### src/rtl/link_upstream_serializer_pkg.sv
// Package for the upstream link serializer.
// Holds the FSM state type, the default widths/credit depth and the
// function that derives the index of the final beat of a word.
// Optional feature macro: LINK_UP_CHECKSUM_EN (adds an XOR checksum beat).
package link_up_pkg;

    localparam int CORE_W_DEF  = 32;
    localparam int IO_W_DEF    = 8;
    localparam int CREDITS_DEF = 16;

    typedef enum logic {
        IDLE = 1'b0,
        SEND = 1'b1
    } state_e;

    // Index of the last beat of a word: data beats only, or data beats
    // followed by one checksum beat.
    function automatic int calc_last(input int beats);
`ifdef LINK_UP_CHECKSUM_EN
        return beats;
`else
        return beats - 1;
`endif
    endfunction

endpackage

### src/rtl/link_upstream_serializer_if.sv
// Bus interface of the upstream link serializer.
// Core side: core_valid_i / core_data_i / core_ready_o.
// Link side: io_valid_o / io_data_o, io_token_i (credit return pulse).
// Status:    credit_cnt_o, token_err_o, state_dbg (FSM state for checkers).
// Handshake: a core word transfers on every clk edge where core_valid_i and
// core_ready_o are both high; core_ready_o never depends on core_valid_i.
// The link side has no ready; flow control is purely by word credits.
interface link_upstream_serializer_if
    import link_up_pkg::*;
#(
    parameter int CORE_W  = CORE_W_DEF,
    parameter int IO_W    = IO_W_DEF,
    parameter int CREDITS = CREDITS_DEF
) ();

    localparam int CNT_W = $clog2(CREDITS + 1);

    logic              core_valid_i;
    logic [CORE_W-1:0] core_data_i;
    logic              core_ready_o;
    logic              io_valid_o;
    logic [IO_W-1:0]   io_data_o;
    logic              io_token_i;
    logic [CNT_W-1:0]  credit_cnt_o;
    logic              token_err_o;
    state_e            state_dbg;

    // Environment side (core producer + link consumer).
    modport master (
        output core_valid_i, core_data_i, io_token_i,
        input  core_ready_o, io_valid_o, io_data_o, credit_cnt_o,
               token_err_o, state_dbg
    );

    // Serializer side.
    modport slave (
        input  core_valid_i, core_data_i, io_token_i,
        output core_ready_o, io_valid_o, io_data_o, credit_cnt_o,
               token_err_o, state_dbg
    );

endinterface

### src/rtl/link_upstream_serializer_credit_cnt.sv
// Saturating word-credit counter for the upstream link serializer.
// Ports: clk, rst_n (async, active-low), inc_i (token returned),
//        dec_i (word accepted), cnt_o (current credits),
//        nonzero_o (credits > 0), err_o (sticky: token while full).
module link_up_credit_cnt #(
    parameter int CREDITS = 16,
    parameter int CNT_W   = $clog2(CREDITS + 1)
) (
    input  logic             clk,
    input  logic             rst_n,
    input  logic             inc_i,
    input  logic             dec_i,
    output logic [CNT_W-1:0] cnt_o,
    output logic             nonzero_o,
    output logic             err_o
);

    localparam logic [CNT_W-1:0] MAX = CNT_W'(CREDITS);

    logic [CNT_W-1:0] cnt_q;
    logic             err_q;

    always_ff @(posedge clk or negedge rst_n) begin
        if (!rst_n) begin
            cnt_q <= MAX;
            err_q <= 1'b0;
        end else begin
            case ({inc_i, dec_i})
                2'b10: begin
                    // A token while already full means the receiver returned
                    // more credits than it was ever given.
                    if (cnt_q == MAX) err_q <= 1'b1;
                    else              cnt_q <= cnt_q + 1'b1;
                end
                2'b01: begin
                    if (cnt_q != '0) cnt_q <= cnt_q - 1'b1;
                end
                default: ;  // none, or token and accept cancel out
            endcase
        end
    end

    assign cnt_o     = cnt_q;
    assign nonzero_o = (cnt_q != '0);
    assign err_o     = err_q;

endmodule

### src/rtl/link_upstream_serializer.sv
// Upstream link serializer: splits CORE_W-bit core words into IO_W-bit link
// bytes, least-significant byte first, one byte per cycle, gated by word
// credits returned through io_token_i.
// Ports: clk, rst_n (async, active-low), bus (link_upstream_serializer_if.slave).
// Optional feature macro: LINK_UP_CHECKSUM_EN appends one beat carrying the
// XOR of all data bytes of the word.
module link_upstream_serializer
    import link_up_pkg::*;
#(
    parameter int CORE_W  = CORE_W_DEF,
    parameter int IO_W    = IO_W_DEF,
    parameter int CREDITS = CREDITS_DEF
) (
    input  logic                          clk,
    input  logic                          rst_n,
    link_upstream_serializer_if.slave     bus
);

    localparam int BEATS  = CORE_W / IO_W;
    localparam int LAST   = calc_last(BEATS);
    localparam int SREG_W = (LAST + 1) * IO_W;
    localparam int BW     = (LAST > 0) ? $clog2(LAST + 1) : 1;
    localparam int CNT_W  = $clog2(CREDITS + 1);
    localparam logic [BW-1:0] LAST_B = BW'(LAST);

    state_e              state_q, state_d;
    logic [BW-1:0]       beat_q, beat_d;
    logic [SREG_W-1:0]   sreg_q, sreg_d;
    logic                io_valid_q, io_valid_d;
    logic [IO_W-1:0]     io_data_q, io_data_d;
    logic [SREG_W-1:0]   frame;
    logic                core_ready;
    logic                accept;
    logic                credit_ok;
    logic [CNT_W-1:0]    credit_cnt;
    logic                token_err;

`ifdef LINK_UP_CHECKSUM_EN
    logic [IO_W-1:0] cksum;

    always_comb begin
        cksum = '0;
        for (int i = 0; i < BEATS; i++) begin
            cksum = cksum ^ bus.core_data_i[i*IO_W +: IO_W];
        end
    end

    // The checksum rides in the top byte so the shifter emits it last.
    assign frame = {cksum, bus.core_data_i};
`else
    assign frame = bus.core_data_i;
`endif

    // Byte 0 of an accepted word is registered straight onto the link at the
    // accept edge; sreg_q holds only the bytes still to be sent.
    always_comb begin
        state_d    = state_q;
        beat_d     = beat_q;
        sreg_d     = sreg_q;
        io_valid_d = 1'b0;
        io_data_d  = '0;
        core_ready = ((state_q == IDLE) || (beat_q == LAST_B)) && credit_ok;
        accept     = bus.core_valid_i && core_ready;

        if (accept) begin
            state_d    = SEND;
            beat_d     = '0;
            io_valid_d = 1'b1;
            io_data_d  = frame[IO_W-1:0];
            sreg_d     = frame >> IO_W;
        end else if (state_q == SEND) begin
            if (beat_q == LAST_B) begin
                state_d = IDLE;
                beat_d  = '0;
                sreg_d  = '0;
            end else begin
                beat_d     = beat_q + 1'b1;
                io_valid_d = 1'b1;
                io_data_d  = sreg_q[IO_W-1:0];
                sreg_d     = sreg_q >> IO_W;
            end
        end
    end

    always_ff @(posedge clk or negedge rst_n) begin
        if (!rst_n) begin
            state_q    <= IDLE;
            beat_q     <= '0;
            sreg_q     <= '0;
            io_valid_q <= 1'b0;
            io_data_q  <= '0;
        end else begin
            state_q    <= state_d;
            beat_q     <= beat_d;
            sreg_q     <= sreg_d;
            io_valid_q <= io_valid_d;
            io_data_q  <= io_data_d;
        end
    end

    link_up_credit_cnt #(
        .CREDITS (CREDITS),
        .CNT_W   (CNT_W)
    ) u_credit (
        .clk       (clk),
        .rst_n     (rst_n),
        .inc_i     (bus.io_token_i),
        .dec_i     (accept),
        .cnt_o     (credit_cnt),
        .nonzero_o (credit_ok),
        .err_o     (token_err)
    );

    assign bus.core_ready_o = core_ready;
    assign bus.io_valid_o   = io_valid_q;
    assign bus.io_data_o    = io_data_q;
    assign bus.credit_cnt_o = credit_cnt;
    assign bus.token_err_o  = token_err;
    assign bus.state_dbg    = state_q;

endmodule

### src/flat_wrapper.sv
// flat-port wrapper written by rule: the top's interface ports become plain ports
module link_upstream_serializer_flat import link_up_pkg::*;
#(
    parameter int CORE_W  = CORE_W_DEF,
    parameter int IO_W    = IO_W_DEF,
    parameter int CREDITS = CREDITS_DEF
)
  (clk, rst_n, bus_core_valid_i, bus_core_data_i, bus_io_token_i, bus_core_ready_o, bus_io_valid_o, bus_io_data_o, bus_credit_cnt_o, bus_token_err_o, bus_state_dbg);
  link_upstream_serializer_if #(.CORE_W(CORE_W), .IO_W(IO_W), .CREDITS(CREDITS)) bus_i ();
  input  logic clk;
  input  logic rst_n;
  input wire logic [$bits(bus_i.core_valid_i)-1:0] bus_core_valid_i;
  input wire logic [$bits(bus_i.core_data_i)-1:0] bus_core_data_i;
  input wire logic [$bits(bus_i.io_token_i)-1:0] bus_io_token_i;
  output wire logic [$bits(bus_i.core_ready_o)-1:0] bus_core_ready_o;
  output wire logic [$bits(bus_i.io_valid_o)-1:0] bus_io_valid_o;
  output wire logic [$bits(bus_i.io_data_o)-1:0] bus_io_data_o;
  output wire logic [$bits(bus_i.credit_cnt_o)-1:0] bus_credit_cnt_o;
  output wire logic [$bits(bus_i.token_err_o)-1:0] bus_token_err_o;
  output wire logic [$bits(bus_i.state_dbg)-1:0] bus_state_dbg;
  assign bus_i.core_valid_i = bus_core_valid_i;
  assign bus_i.core_data_i = bus_core_data_i;
  assign bus_i.io_token_i = bus_io_token_i;
  assign bus_core_ready_o = bus_i.core_ready_o;
  assign bus_io_valid_o = bus_i.io_valid_o;
  assign bus_io_data_o = bus_i.io_data_o;
  assign bus_credit_cnt_o = bus_i.credit_cnt_o;
  assign bus_token_err_o = bus_i.token_err_o;
  assign bus_state_dbg = bus_i.state_dbg;
  link_upstream_serializer #(.CORE_W(CORE_W), .IO_W(IO_W), .CREDITS(CREDITS)) u_core (.clk(clk), .rst_n(rst_n), .bus(bus_i));
endmodule
### config.mk
export PLATFORM = sky130hd
export DESIGN_NAME = link_upstream_serializer_flat
export DESIGN_NICKNAME = d
export VERILOG_FILES = /design/src/rtl/link_upstream_serializer_pkg.sv /design/src/rtl/link_upstream_serializer_if.sv /design/src/rtl/link_upstream_serializer_credit_cnt.sv /design/src/rtl/link_upstream_serializer.sv /design/src/flat_wrapper.sv
export SDC_FILE = /design/constraint.sdc
export NUM_CORES = 1
export LEC_CHECK = 0
export BUFFER_PORTS_ARGS = -buffer_cell sky130_fd_sc_hd__buf_2
export CORE_MARGIN = 2
export CORE_UTILIZATION = 50
export CTS_BUF_LIST = sky130_fd_sc_hd__clkbuf_2 sky130_fd_sc_hd__clkbuf_4 sky130_fd_sc_hd__clkbuf_8
export DETAILED_ROUTE_END_ITERATION = 7
export GPL_ROUTABILITY_DRIVEN = 0
export GPL_TIMING_DRIVEN = 0
export PLACE_DENSITY = 0.75
export SYNTH_ARGS = -nofsm -noshare
export SYNTH_HDL_FRONTEND = slang
export SYNTH_SLANG_ARGS = --single-unit
### constraint.sdc
create_clock -name clk -period 4.2 [get_ports clk]
set_input_delay 0.42 -clock clk [delete_from_list [all_inputs] [get_ports clk]]
set_output_delay 0.42 -clock clk [all_outputs]
set_load 0.05 [all_outputs]
## Yosys cells after proc, flatten, opt, wreduce, memory -nomap -nowiden

Index checks and enable logic that the tools add are counted.

- Shift-type cells: 0
- Multiply operators: 0
- Order comparisons: 0
- Bitwise operators: 1
- $add $sub $neg: 3
- Div/mod/pow operators: 0
- Muxes and demuxes: 15
- Reduce and logical (&&, ||, !) cells: 8
- Equal/unequal tests: 6

Operator list:

| kind | number |
|---|---|
| 32-bit 2-to-1 mux | 2 |
| 24-bit 2-to-1 mux | 1 |
| 8-bit 2-to-1 mux | 3 |
| 5-bit 2-to-1 mux | 2 |
| 5-bit case mux with 2 select lines | 1 |
| 2-bit 2-to-1 mux | 3 |
| 5-bit by 1-bit adder with 5-bit output, second input constant | 1 |
| 5-bit == test, second input constant | 1 |
| 5-bit nonzero test | 1 |
| 5-bit by 1-bit subtractor with 5-bit output, second input constant | 1 |
| 2-bit == test, second input constant | 2 |
| 2-bit nonzero test | 2 |
| 1-bit 2-to-1 mux | 3 |
| 3-bit AND reduction | 1 |
| 2-bit by 1-bit adder with 2-bit output, second input constant | 1 |
| 2-bit by 1-bit == test with 1-bit output, second input constant | 1 |
| 1-bit logical AND | 2 |
| 2-bit by 1-bit inequality test with 1-bit output, second input constant | 1 |
| 2-bit inequality test, second input constant | 1 |
| 2-bit AND reduction | 1 |
| 1-bit logical OR | 1 |
| 1-bit NOT | 1 |

- ROM bits: 0
- Word-level logic and storage cells: 39
- Output and inout port bits: 17
- Bits in registers: 49
- Bits in latches: 0
- Memories: 0
- Bits in writable memories: 0
- Input port bits: 36

## Depth between registers and ports, before layout

Gate-level depths: netlist (run 1).

- Word-level depth: 7
- Gate-level depth with buffers: 9
- Gate-level depth less buffers: 9

## Hierarchy

Synthesis (run 1) repeated with hierarchy kept, for this count alone.

- Cells, all modules: 156
- Area total of the unflattened synthesis: 1,923.1 sq um

Modules (own cells, without submodules):

| module | area each (sq um) | cells each | sequential area each (sq um) | instances |
|---|---|---|---|---|
| link_upstream_serializer | 1,487.7 | 111 | 875.8 | 1 |
| link_up_credit_cnt | 435.4 | 45 | 151.4 | 1 |

## Worst setup path before layout (run 1)

No wires, ideal clock.

- Path type: flip-flop to flip-flop
- Start: reg u_core.u_credit.cnt_q[1] (netlist: u_core.u_credit.cnt_o[1])
- End: reg u_core.u_credit.cnt_q[4] (netlist: u_core.u_credit.cnt_o[4])
- Buffers on the path: 1
- Data required time: 4.112 ns
- Data arrival time: 2.380 ns
- Slack: 1.733 ns
- Cell stages (with the launch flop): 10
- Period minus slack after synthesis: 2.467 ns
- Library setup time: 0.088 ns
- Cell sequence: dfrtp_1 -> buf_6 -> nor4_2 -> a211oi_4 -> xor2_1 -> ha_1 -> o31a_1 -> o31ai_1 -> a22oi_1 -> o2bb2ai_1

- Word-level cells in the longest chain between the ends: 6
- Elaborated cells on any way between the ends: 15
- Classes of those cells: 2 x add/sub; 5 x eq/ne; 3 x mux; 5 x reduce/logical

Ends and longest elaborated chain:

| item | RTL line | RTL |
|---|---|---|
| from (decl) | link_upstream_serializer_credit_cnt.sv:20 | `logic [CNT_W-1:0] cnt_q;` |
| from (signal assigned) | link_upstream_serializer_credit_cnt.sv:33 | `else cnt_q <= cnt_q + 1'b1;` |
| from (signal assigned) | link_upstream_serializer_credit_cnt.sv:36 | `if (cnt_q != '0) cnt_q <= cnt_q - 1'b1;` |
| parallel branches: the longest is 6 deep, another holds 5-bit by 1-bit subtractor with 5-bit output | -- |  |

Parallel ways; which one is timed is not known. The select of a mux whose other input is x is not followed.
A chain may end at the register's enable or synchronous reset.

## Worst setup path in the final report (run 1)

- Start: reg u_core.beat_q[0]
- End: reg u_core.u_credit.cnt_q[4] (netlist: u_core.u_credit.cnt_o[4])

- Word-level cells in the longest chain between the ends: 7
- Elaborated cells on any way between the ends: 11
- Classes of those cells: 5 x eq/ne; 1 x mux; 5 x reduce/logical

Ends and longest elaborated chain:

| item | RTL line | RTL |
|---|---|---|
| from (decl) | link_upstream_serializer.sv:27 | `logic [BW-1:0] beat_q, beat_d;` |
| from (signal assigned) | link_upstream_serializer.sv:94 | `beat_q <= beat_d;` |
| 2-bit == test (*) | link_upstream_serializer.sv:62 | `core_ready = ((state_q == IDLE) \|\| (beat_q == LAST_B)) && credit_ok;` |
| 1-bit logical OR (*) | link_upstream_serializer.sv:62 |  |
| 1-bit logical AND (*) | link_upstream_serializer.sv:62 |  |
| 1-bit logical AND (*) | link_upstream_serializer.sv:63 | `accept = bus.core_valid_i && core_ready;` |
| 2-bit by 1-bit == test with 1-bit output or 2-bit == test (tied branches) | link_upstream_serializer_credit_cnt.sv:28 | `case ({inc_i, dec_i})` |
| 2-bit by 1-bit inequality test with 1-bit output (no source line) (tied with other cells) | -- |  |
| 3-bit AND reduction (no source line) | -- |  |

Every way passes the cells marked *; elsewhere a longest branch is shown, timed or not.

==> results of run 1 <==
worst max path at each step:
stage / start / endpoint / slack [ps] / cells past startpoint
2_1_floorplan: u_core.u_credit.cnt_o[1] / u_core.u_credit.cnt_o[4] / 1730 / 9
3_3_place_gp: u_core.beat_q[0] / u_core.u_credit.cnt_o[4] / 1800 / 9
3_5_place_dp: u_core.beat_q[0] / u_core.u_credit.cnt_o[4] / 1760 / 9
4_1_cts: u_core.beat_q[0] / u_core.u_credit.cnt_o[4] / 1740 / 9
5_1_grt: u_core.beat_q[0] / u_core.u_credit.cnt_o[4] / 1530 / 9
6_report: u_core.beat_q[0] / u_core.u_credit.cnt_o[4] / 1720 / 9
flip-flops by register name, summed over array words and instances, names as in the netlist:
| signal | count |
|---|---|
| u_core.u_credit.err_o | 1 |
| u_core.beat_q | 2 |
| u_core.bus.io_data_o | 8 |
| u_core.sreg_q | 24 |
| u_core.u_credit.cnt_o | 5 |
| u_core.bus.state_dbg | 1 |
cells in the mapped netlist, types with 2 or more instances:
cell type,count,share of area [%]
nand2b_1,18,5.4
a31oi_1,17,5.1
xor2_1,2,0.84
buf_2,3,0.72
dfrtp_1,40,48
nand3b_1,25,9.0
nand2_1,23,4.1
o31ai_1,2,0.72
ha_1,3,1.8
inv_1,2,0.36
nor2_1,23,4.1
mux2i_1,2,0.96
xnor2_1,2,0.84
o21ai_0,6,1.4
a22o_1,8,3.4
clkbuf_1,7,1.3
buf_4,3,1.1
buf_6,3,1.6
per-layer routing:
metal  global-route usage (%)  part of all wire, %  vias up
li1                         -                    -      848
met1                     27.2                   45      739
met2                     34.4                   47       53
met3                     6.17                  6.2        8
met4                     6.75                  1.7        0
met5                        0                    0        -
layout by cell type, fill, tap and decap left out, types with 5 or more instances in the layout:
master and instances:
clkbuf_1 7, o21ai_0 6, nand3b_1 25, clkbuf_8 5
nand2_1 23, dfrtp_1 40, a31oi_1 17, a22o_1 8
buf_2 55, nand2b_1 18, nor2_1 23
cells by family after synthesis:
kind of cell    Yosys count
xor+xnor                  4
compound gates           43
mux                       3
simple gates             96
flops                    41
fa+ha+maj                 3
buf+inv                  18
power groups by stage:
stage	combinational, mW	clock (mW)	sequential [mW]
2_1_floorplan	0.647	0	0.912
3_3_place_gp	1.10	0	0.686
3_5_place_dp	1.11	0	0.694
4_1_cts	1.12	0.306	0.686
5_1_grt	1.22	0.326	0.712
6_report	1.12	0.302	0.684
worst register-to-register path: stages (launching register included):
cell       delay, ps
dfrtp_1          370
ha_1             310
nor2b_1          160
a211oi_4         390
xor2_1           190
ha_1             290
nor2_1           110
o41ai_1          270
o2111ai_1        170
o2bb2ai_1        150
stage by stage:
step / total power [mW] / worst slack [ps] / hold WS (ps)
after global routing: 2.26 / 1530 / 308
after detailed placement: 1.81 / 1760 / 471
after CTS: 2.11 / 1740 / 281
final: 2.10 / 1720 / 233
after floorplan: 1.56 / 1730 / 124
after global placement: 1.78 / 1800 / 460
cell type report:
type                    count  area (sq um)  area share (%)
well taps                  50          62.6            2.49
plain buffers              16          97.6            3.89
flip-flops and latches     41          1030            40.9
multi-input cells         149           952            37.9
repair buffers             52           260            10.4
clock inverters             2          35.0            1.40
inverters                   2          7.51           0.299
clock buffers               5          68.8            2.74
==> qor.csv, run 1 <==
metric,value,unit
antenna_found_initial,0,
antenna_cells,0,
regToRegStartpoint,u_core.beat_q[0],
cp_slowest_stage_delay,390,ps
portBuffers,52,
clock_tree.buffer_depth,2,
outcome,"finished, final reports clean",
route.detailed.vias_per_inst,5.20,
synth.area.mux_share,1.50,%
total_vias_in_the_final_route,1648,
hpwlAfterDp,3180,um
highest_clock_rate,0.403,GHz
die-area,0.00470,sq mm
synth.net_count,247,
cts_inserted_buffers,5,
sequential_power_share,32.6,%
worst_reg_to_reg_setup_slack,1720,ps
critPathLaunchType,flip-flop,
synth_compound_gate_area_share,15.2,%
r2r_cells,9,
final.fill_count,356,
remaining_drc_errors,0,
maxSlewViolCount,0,
ctsHoldBuffers,0,
utilization,62.8,%
worst_ep_required_time,4410,ps
detail_route.wirelength,4320,um
first_global_vias,1598,
htree_levels,2,
synth_top_family_by_area,simple AND/OR/NAND/NOR gates,
cts_tree,built,
drive_gt1_share,27.7,%
finClkSkew,4.13,ps
clock_power_share,14.4,%
path_clk_slew,70,ps
grtUsageTotal,21.2,%
worst-path-buf-inv,0,
dr.pass1.iters,5,
drt_iter0_markers,151,
clock_sink_count,41,
worstHoldPathType,in2async,
ant_nets,0,
fin_crit,2480,ps
drv_cap,0,
synth_xor_xnor_area_share,1.68,%
finalHoldViolCount,0,
initial_core_util,52.1,%
final.period_utilization,59.0,%
netlist_area,0.00208,sq mm
die_width,68.6,um
synth_sequential_area_ratio,49.3,%
areaGrowthSynthToFinish,20.5,%
placed_area,0.00241,sq mm
synth_adder_area_share,1.80,%
power_per_cell_area,837,mW/mm^2
cts_root_buffer,clkbuf_8,
fp.dieH,68.6,um
power.internal,1.15,mW
setup.worst_path.end_class,flip-flop,
fp-row-count,23,
cp_max_fo,9,
synth.distinct_cells,37,
first_pass_grt_wire_length,7320,um
crit_path_top_delay_cell,a211oi_4,
cp_top_family,compound AO/OA/AOI/OAI gates,
synth_top_flop_cell,dfrtp_1,
timing.critical_path.arrival,2690,ps
critical_path.most_common_cell,ha_1,
number_of_nets_in_the_finished_design,306,
vdd_ir_drop_max,0.000395,V
path_cells,"ha_1, nor2b_1, a211oi_4, xor2_1, ha_1, nor2_1, o41ai_1, o2111ai_1, o2bb2ai_1",
setup_viol,0,
tightest_slew,849,ps
ys_ff_latch,41,
switching_share,45.2,%
relSlewSlack,43.4,%
async_reset_ff_share,100,%
power.share.combinational,53.1,%
synth_simple_gate_area_share,25.5,%
post_cts_resized,0,
timing.setup.tns,0,ps
synth.avg_cell_area,10.0,sq um
core_outline_area,0.00400,sq mm
cts_setup_buffers,0,
clk-insertion-delay-late,290,ps
synth-edff-count,0,
p_sw,0.949,mW
post_layout_nonfiller_instances,317,
grt_max_degree,42,
worstSetupPathType,reg2reg,
yosys_warnings,0,
r2r_path_end,u_core.u_credit.cnt_o[4],
numPlacedInstances,310,
leakagePower,1.18,nW
syn_inst,208,
pin_count,53,
fin_area,0.00251,sq mm
grt.overflow.total,0,
post_dr_wirelength_cell,13.6,um
grt_setup_unrepaired,false,
Power figures use the tool's default switching activity.
==> run 2, diff against run 1 <==
Settings changed: ABC_AREA set to 1.
Clock period 4.2 ns to 2.3 ns, I/O delays scaled along.
==> qor.csv, run 2 <==
metric,value,unit
grt_max_degree,42,
cp_slowest_stage_delay,410,ps
clk-insertion-delay-late,290,ps
synth_sequential_area_ratio,50.5,%
finClkSkew,8.79,ps
clock_sink_count,41,
path_cells,"ha_2, or2_4, nand2_1, clkinv_2, buf_2, buf_2",
timing.setup.tns,0,ps
detail_route.wirelength,4420,um
relSlewSlack,39.5,%
post_dr_wirelength_cell,12.5,um
clock_tree.buffer_depth,2,
worst_ep_required_time,2070,ps
synth.net_count,284,
cp_max_fo,10,
number_of_nets_in_the_finished_design,342,
critical_path.most_common_cell,buf_2,
route.detailed.vias_per_inst,5.13,
synth-edff-count,0,
setup_viol,0,
portBuffers,51,
post-synth-top-area-fraction,49.2,%
fin_crit,2140,ps
pin_count,53,
ys_ff_latch,41,
utilization,62.4,%
numPlacedInstances,346,
first_pass_grt_wire_length,7600,um
die-area,0.00459,sq mm
finalHoldViolCount,0,
antenna_cells,0,
post_layout_nonfiller_instances,354,
remaining_drc_errors,0,
max_ffs_per_register,24,
htree_levels,2,
dr.pass1.iters,4,
synth.distinct_cells,27,
synth_area_leaders,"dfrtp_1 49%, o21ai_0 16%, inv_1 7.0%",
fp.dieH,67.8,um
critPathLaunchType,flip-flop,
finalWorstSetupSlack,163,ps
final.fill_count,370,
total_vias_in_the_final_route,1816,
vdd_ir_drop_max,0.000691,V
yosys_warnings,0,
outcome,"finished, final reports clean",
netlist_area,0.00203,sq mm
areaGrowthSynthToFinish,21.7,%
path_clk_slew,80,ps
highest_clock_rate,0.468,GHz
hpwlAfterDp,3180,um
post-synth-top-count-cell,o21ai_0,
first_global_vias,1714,
synth_top_flop_cell,dfrtp_1,
maxSlewViolCount,0,
timing.critical_path.arrival,1910,ps
initial_core_util,51.2,%
grtUsageTotal,22.2,%
tightest_slew,907,ps
core_outline_area,0.00397,sq mm
layout_commonest_cell,o21ai_0,
top_register,u_core.sreg_q,
power_per_cell_area,1470,mW/mm^2
layout.cells.most_common_list,"64 x o21ai_0, 57 x buf_2, 40 x dfrtp_1",
grt_setup_unrepaired,false,
worstSetupPathType,reg2out,
drv_cap,0,
drive_gt1_share,28.0,%
antenna_found_initial,0,
grt.overflow.total,0,
placed_area,0.00235,sq mm
synth_common_cells,"64 x o21ai_0, 40 x dfrtp_1, 38 x inv_1, 34 x nand2_1, 23 x nand3_1",
drt_iter0_markers,93,
fin_area,0.00248,sq mm
async_reset_ff_share,100,%
leakagePower,1.26,nW
cts_root_buffer,clkbuf_8,
die_width,67.8,um
cts_inserted_buffers,5,
final.period_utilization,92.9,%
cts_tree,built,
setup.worst_path.end_class,output port,
fp-row-count,23,
synth.avg_cell_area,8.30,sq um
pre_cts_ws,138,ps
crit_path_top_delay_cell,dfrtp_1,
worstHoldPathType,in2async,
ant_nets,0,
syn_inst,245,
synthDominantAreaCellType,dfrtp_1,
## run 2: routing by layer
metal | GRT usage (%) | share of wire [%]
met1 | 29.4 | 45
met2 | 36.0 | 48
met3 | 4.67 | 5.8
met4 | 8.25 | 1.3
met5 | 0 | 0
## run 2: power breakdown
| group | switching (mW) | internal [mW] | leakage (nW) |
|---|---|---|---|
| sequential | 0.164 | 1.02 | 0.518 |
| combinational | 1.32 | 0.541 | 0.684 |
| clock | 0.250 | 0.353 | 0.0574 |
| total | 1.73 | 1.92 | 1.26 |
## run 2: cells by family (layout without fill, tap and decap cells)
group	Yosys count	in the layout	share of synthesized area, %
fa+ha+maj	3	3	1.85
buf+inv	54	113	10.6
xor+xnor	3	3	1.29
compound gates	72	72	18.0
simple gates	72	72	17.8
flops	41	41	50.5
## run 2: layout make-up
type                    count  area, sq um  area share (%)
clock inverters             2         37.5            1.52
clock buffers               6         82.6            3.34
plain buffers              12         57.6            2.32
inverters                  42          159            6.42
multi-input cells         150          795            32.1
flip-flops and latches     41         1030            41.5
well taps                  50         62.6            2.53
repair buffers             51          255            10.3
## run 2: critical path: cells and delay by family, from the launching register on
family	cells	cell delay (ps)
buffers and inverters	3	580
adder cells (fa/ha/maj)	1	250
AND/OR/NAND/NOR	2	380
flip-flops	1	410
## run 2: path summary, 6_finish.rpt
kind,start,end,cells past startpoint,slack (ps)
max,u_core.beat_q[0],bus_core_ready_o,6,160
max reg2reg,u_core.beat_q[0],u_core.u_credit.cnt_o[4],15,230
max in group asynchronous,rst_n,u_core.sreg_q[12],1,1670
min in group clk,bus_core_data_i[25],u_core.sreg_q[17],3,170
min reg2reg,u_core.u_credit.err_o,u_core.u_credit.err_o,2,480
min,rst_n,u_core.bus.io_data_o[5],1,70
## run 2: metrics by stage
step | hold slack, ps | total power [mW]
floorplan | -65.6 | 2.59
global placement | 400 | 2.99
detailed placement | 403 | 3.05
CTS | 82.2 | 3.67
global route | 129 | 3.99
finish | 65.9 | 3.65
## run 2: repair_timing
action / CTS / global route
setup endpoints to repair: 1 / 3
gates resized for setup: 1 / 1
hold buffers: 0 / 0
buffers inserted: 0 / 0
hold endpoints to repair: 0 / 0
==> run 3, diff against run 2 <==
Settings changed: CTS_BUF_LIST sky130_fd_sc_hd__clkbuf_2 sky130_fd_sc_hd__clkbuf_4 sky130_fd_sc_hd__clkbuf_8 to sky130_fd_sc_hd__clkbuf_8, SYNTH_HIERARCHICAL set to 1.
==> qor.csv, run 3 <==
metric,value,unit
fp.dieH,68.2,um
finalHoldViolCount,0,
outcome,"finished, final reports clean",
synth_top_family_by_area,simple AND/OR/NAND/NOR gates,
vdd_ir_drop_max,0.000863,V
clock_sink_count,41,
layout.cells.most_common_list,"82 x nand2_1, 55 x buf_2, 49 x nand3_1",
synth.net_count,283,
post_layout_nonfiller_instances,363,
synth.distinct_cells,24,
htree_levels,2,
cts_root_buffer,clkbuf_8,
areaGrowthSynthToFinish,26.5,%
hpwlAfterDp,3140,um
cp_max_fo,10,
maxSlewViolCount,0,
antenna_cells,0,
path_clk_slew,80,ps
power_per_cell_area,1530,mW/mm^2
synth_sequential_area_ratio,49.8,%
timing.critical_path.arrival,1910,ps
placed_area,0.00238,sq mm
core_outline_area,0.00397,sq mm
leakagePower,1.42,nW
finClkSkew,9.91,ps
synthDominantAreaCellType,dfrtp_1,
netlist_area,0.00206,sq mm
regToRegStartpoint,u_core/u_credit/cnt_o[3],
synth_common_cells,"82 x nand2_1, 50 x nand3_1, 40 x dfrtp_1, 18 x nand4_1, 12 x inv_1",
tightest_slew,893,ps
route.detailed.vias_per_inst,5.08,
grt_max_degree,42,
syn_inst,245,
final.period_utilization,93.2,%
fp-row-count,23,
synth_area_leaders,"dfrtp_1 49%, nand2_1 15%, nand3_1 12%",
cts_tree,built,
drt_iter0_markers,142,
worst_reg_to_reg_setup_slack,160,ps
ys_ff_latch,41,
worstHoldPathType,in2async,
worst_ep_required_time,2070,ps
numPlacedInstances,346,
fin_area,0.00261,sq mm
number_of_nets_in_the_finished_design,350,
synth.avg_cell_area,8.41,sq um
setup_viol,0,
clk-insertion-delay-late,300,ps
post-synth-top-area-fraction,48.6,%
finalWorstSetupSlack,156,ps
ant_nets,0,
die_width,68.2,um
total_vias_in_the_final_route,1844,
grtUsageTotal,20.3,%
detail_route.wirelength,4600,um
post-synth-top-count-cell,nand2_1,
clock_tree.buffer_depth,2,
utilization,65.6,%
synth.area.mux_share,0,%
worstSetupPathType,reg2out,
grt.overflow.total,0,
synth_xor_xnor_area_share,1.28,%
portBuffers,51,
timing.setup.tns,0,ps
async_reset_ff_share,100,%
r2r_cells,18,
synth_adder_area_share,1.21,%
first_pass_grt_wire_length,6890,um
initial_core_util,51.9,%
post_dr_wirelength_cell,12.7,um
dr.pass1.iters,4,
synth-edff-count,0,
drive_gt1_share,32.6,%
yosys_warnings,6,
first_global_vias,1600,
relSlewSlack,40.5,%
critPathLaunchType,flip-flop,
pin_count,53,
fin_crit,2140,ps
r2r_path_end,u_core/u_credit/cnt_o[4],
setup.worst_path.end_class,output port,
die-area,0.00465,sq mm
drv_cap,0,
cts_inserted_buffers,5,
pre_cts_ws,-7.02,ps
antenna_found_initial,0,
max_ffs_per_register,24,
synth_simple_gate_area_share,35.9,%
synth_top_flop_cell,dfrtp_1,
remaining_drc_errors,0,
layout_commonest_cell,nand2_1,
synth_compound_gate_area_share,1.82,%
highest_clock_rate,0.466,GHz
top_register,u_core/sreg_q,
run 3: cell types whose count changed in the layout (fill, tap and decap cells not counted), moves of 6 or more:
cell / change
nand4_1: +18
buf_6: +6
nand2_1: +48
o21ai_0: -59
buf_4: +11
nand3_1: +26
inv_1: -27
run 3: layout make-up:
type	count	area, sq um
fillers	350	1370
flip-flops and latches	41	1030
multi-input cells	172	847
repair buffers	60	323
plain buffers	14	130
inverters	18	77.6
clock buffers	5	68.8
clock inverters	3	65.1
well taps	50	62.6
run 3: repair_timing:
action,CTS,global route
gates resized for setup,0,8
pin swaps,1,1
setup endpoints to repair,2,2
cloned,0,0
buffers inserted,1,8
endpoints found under the hold margin,0,0
hold buffers,0,0
run 3: logic make-up (layout without fill, tap and decap cells):
logic type / count (synthesis) / after routing
adders and majority gates: 2 / 2
xor gates and xnor gates: 3 / 3
buffers and inverters: 32 / 100
DFF: 41 / 41
AOI/OAI and AO/OA: 7 / 7
and+or+nand+nor: 160 / 160
run 3: critical path, stage by stage (launching register included):
cell and delay [ps]:
dfstp_2 570, inv_1 50, nand4_1 110, buf_6 140
buf_4 130, buf_2 210, inv_1 60, nor2_1 90
buf_2 260
run 3: power breakdown:
part / total [mW] / switching (mW) / internal [mW]
clock network: 0.686 / 0.255 / 0.431
registers: 1.21 / 0.182 / 1.02
logic: 2.10 / 1.38 / 0.715
total: 3.99 / 1.82 / 2.17
run 3: worst max-delay path by stage:
stage / slack (ps) / end / start
2_1_floorplan: 6 / u_core/u_credit/cnt_o[2] / u_core/u_credit/cnt_o[3]
3_3_place_gp: 40 / u_core/u_credit/cnt_o[2] / u_core/u_credit/cnt_o[4]
3_5_place_dp: -7 / u_core/u_credit/cnt_o[4] / u_core/u_credit/cnt_o[4]
4_1_cts: 60 / u_core/u_credit/cnt_o[4] / u_core/u_credit/cnt_o[4]
5_1_grt: -30 / u_core/u_credit/cnt_o[4] / u_core/u_credit/cnt_o[3]
6_report: 160 / bus_core_ready_o / u_core/u_credit/cnt_o[4]
run 3: metal layers:
metal  wire length, um  share of wire [%]  GRT usage, %  vias up
li1                  -                  -             -      947
met1              1950                 42          24.0      830
met2              2270                 49          35.2       55
met3               301                6.5          4.11       12
met4                87                1.9          9.50        0
met5                 0                  0             0        -
run 3: metrics by stage:
step,power (mW),hold WS [ps]
4_1_cts,3.88,78.9
2_1_floorplan,2.73,-65.6
3_5_place_dp,3.17,402
5_1_grt,4.27,109
6_report,3.99,51.2
3_3_place_gp,3.11,393
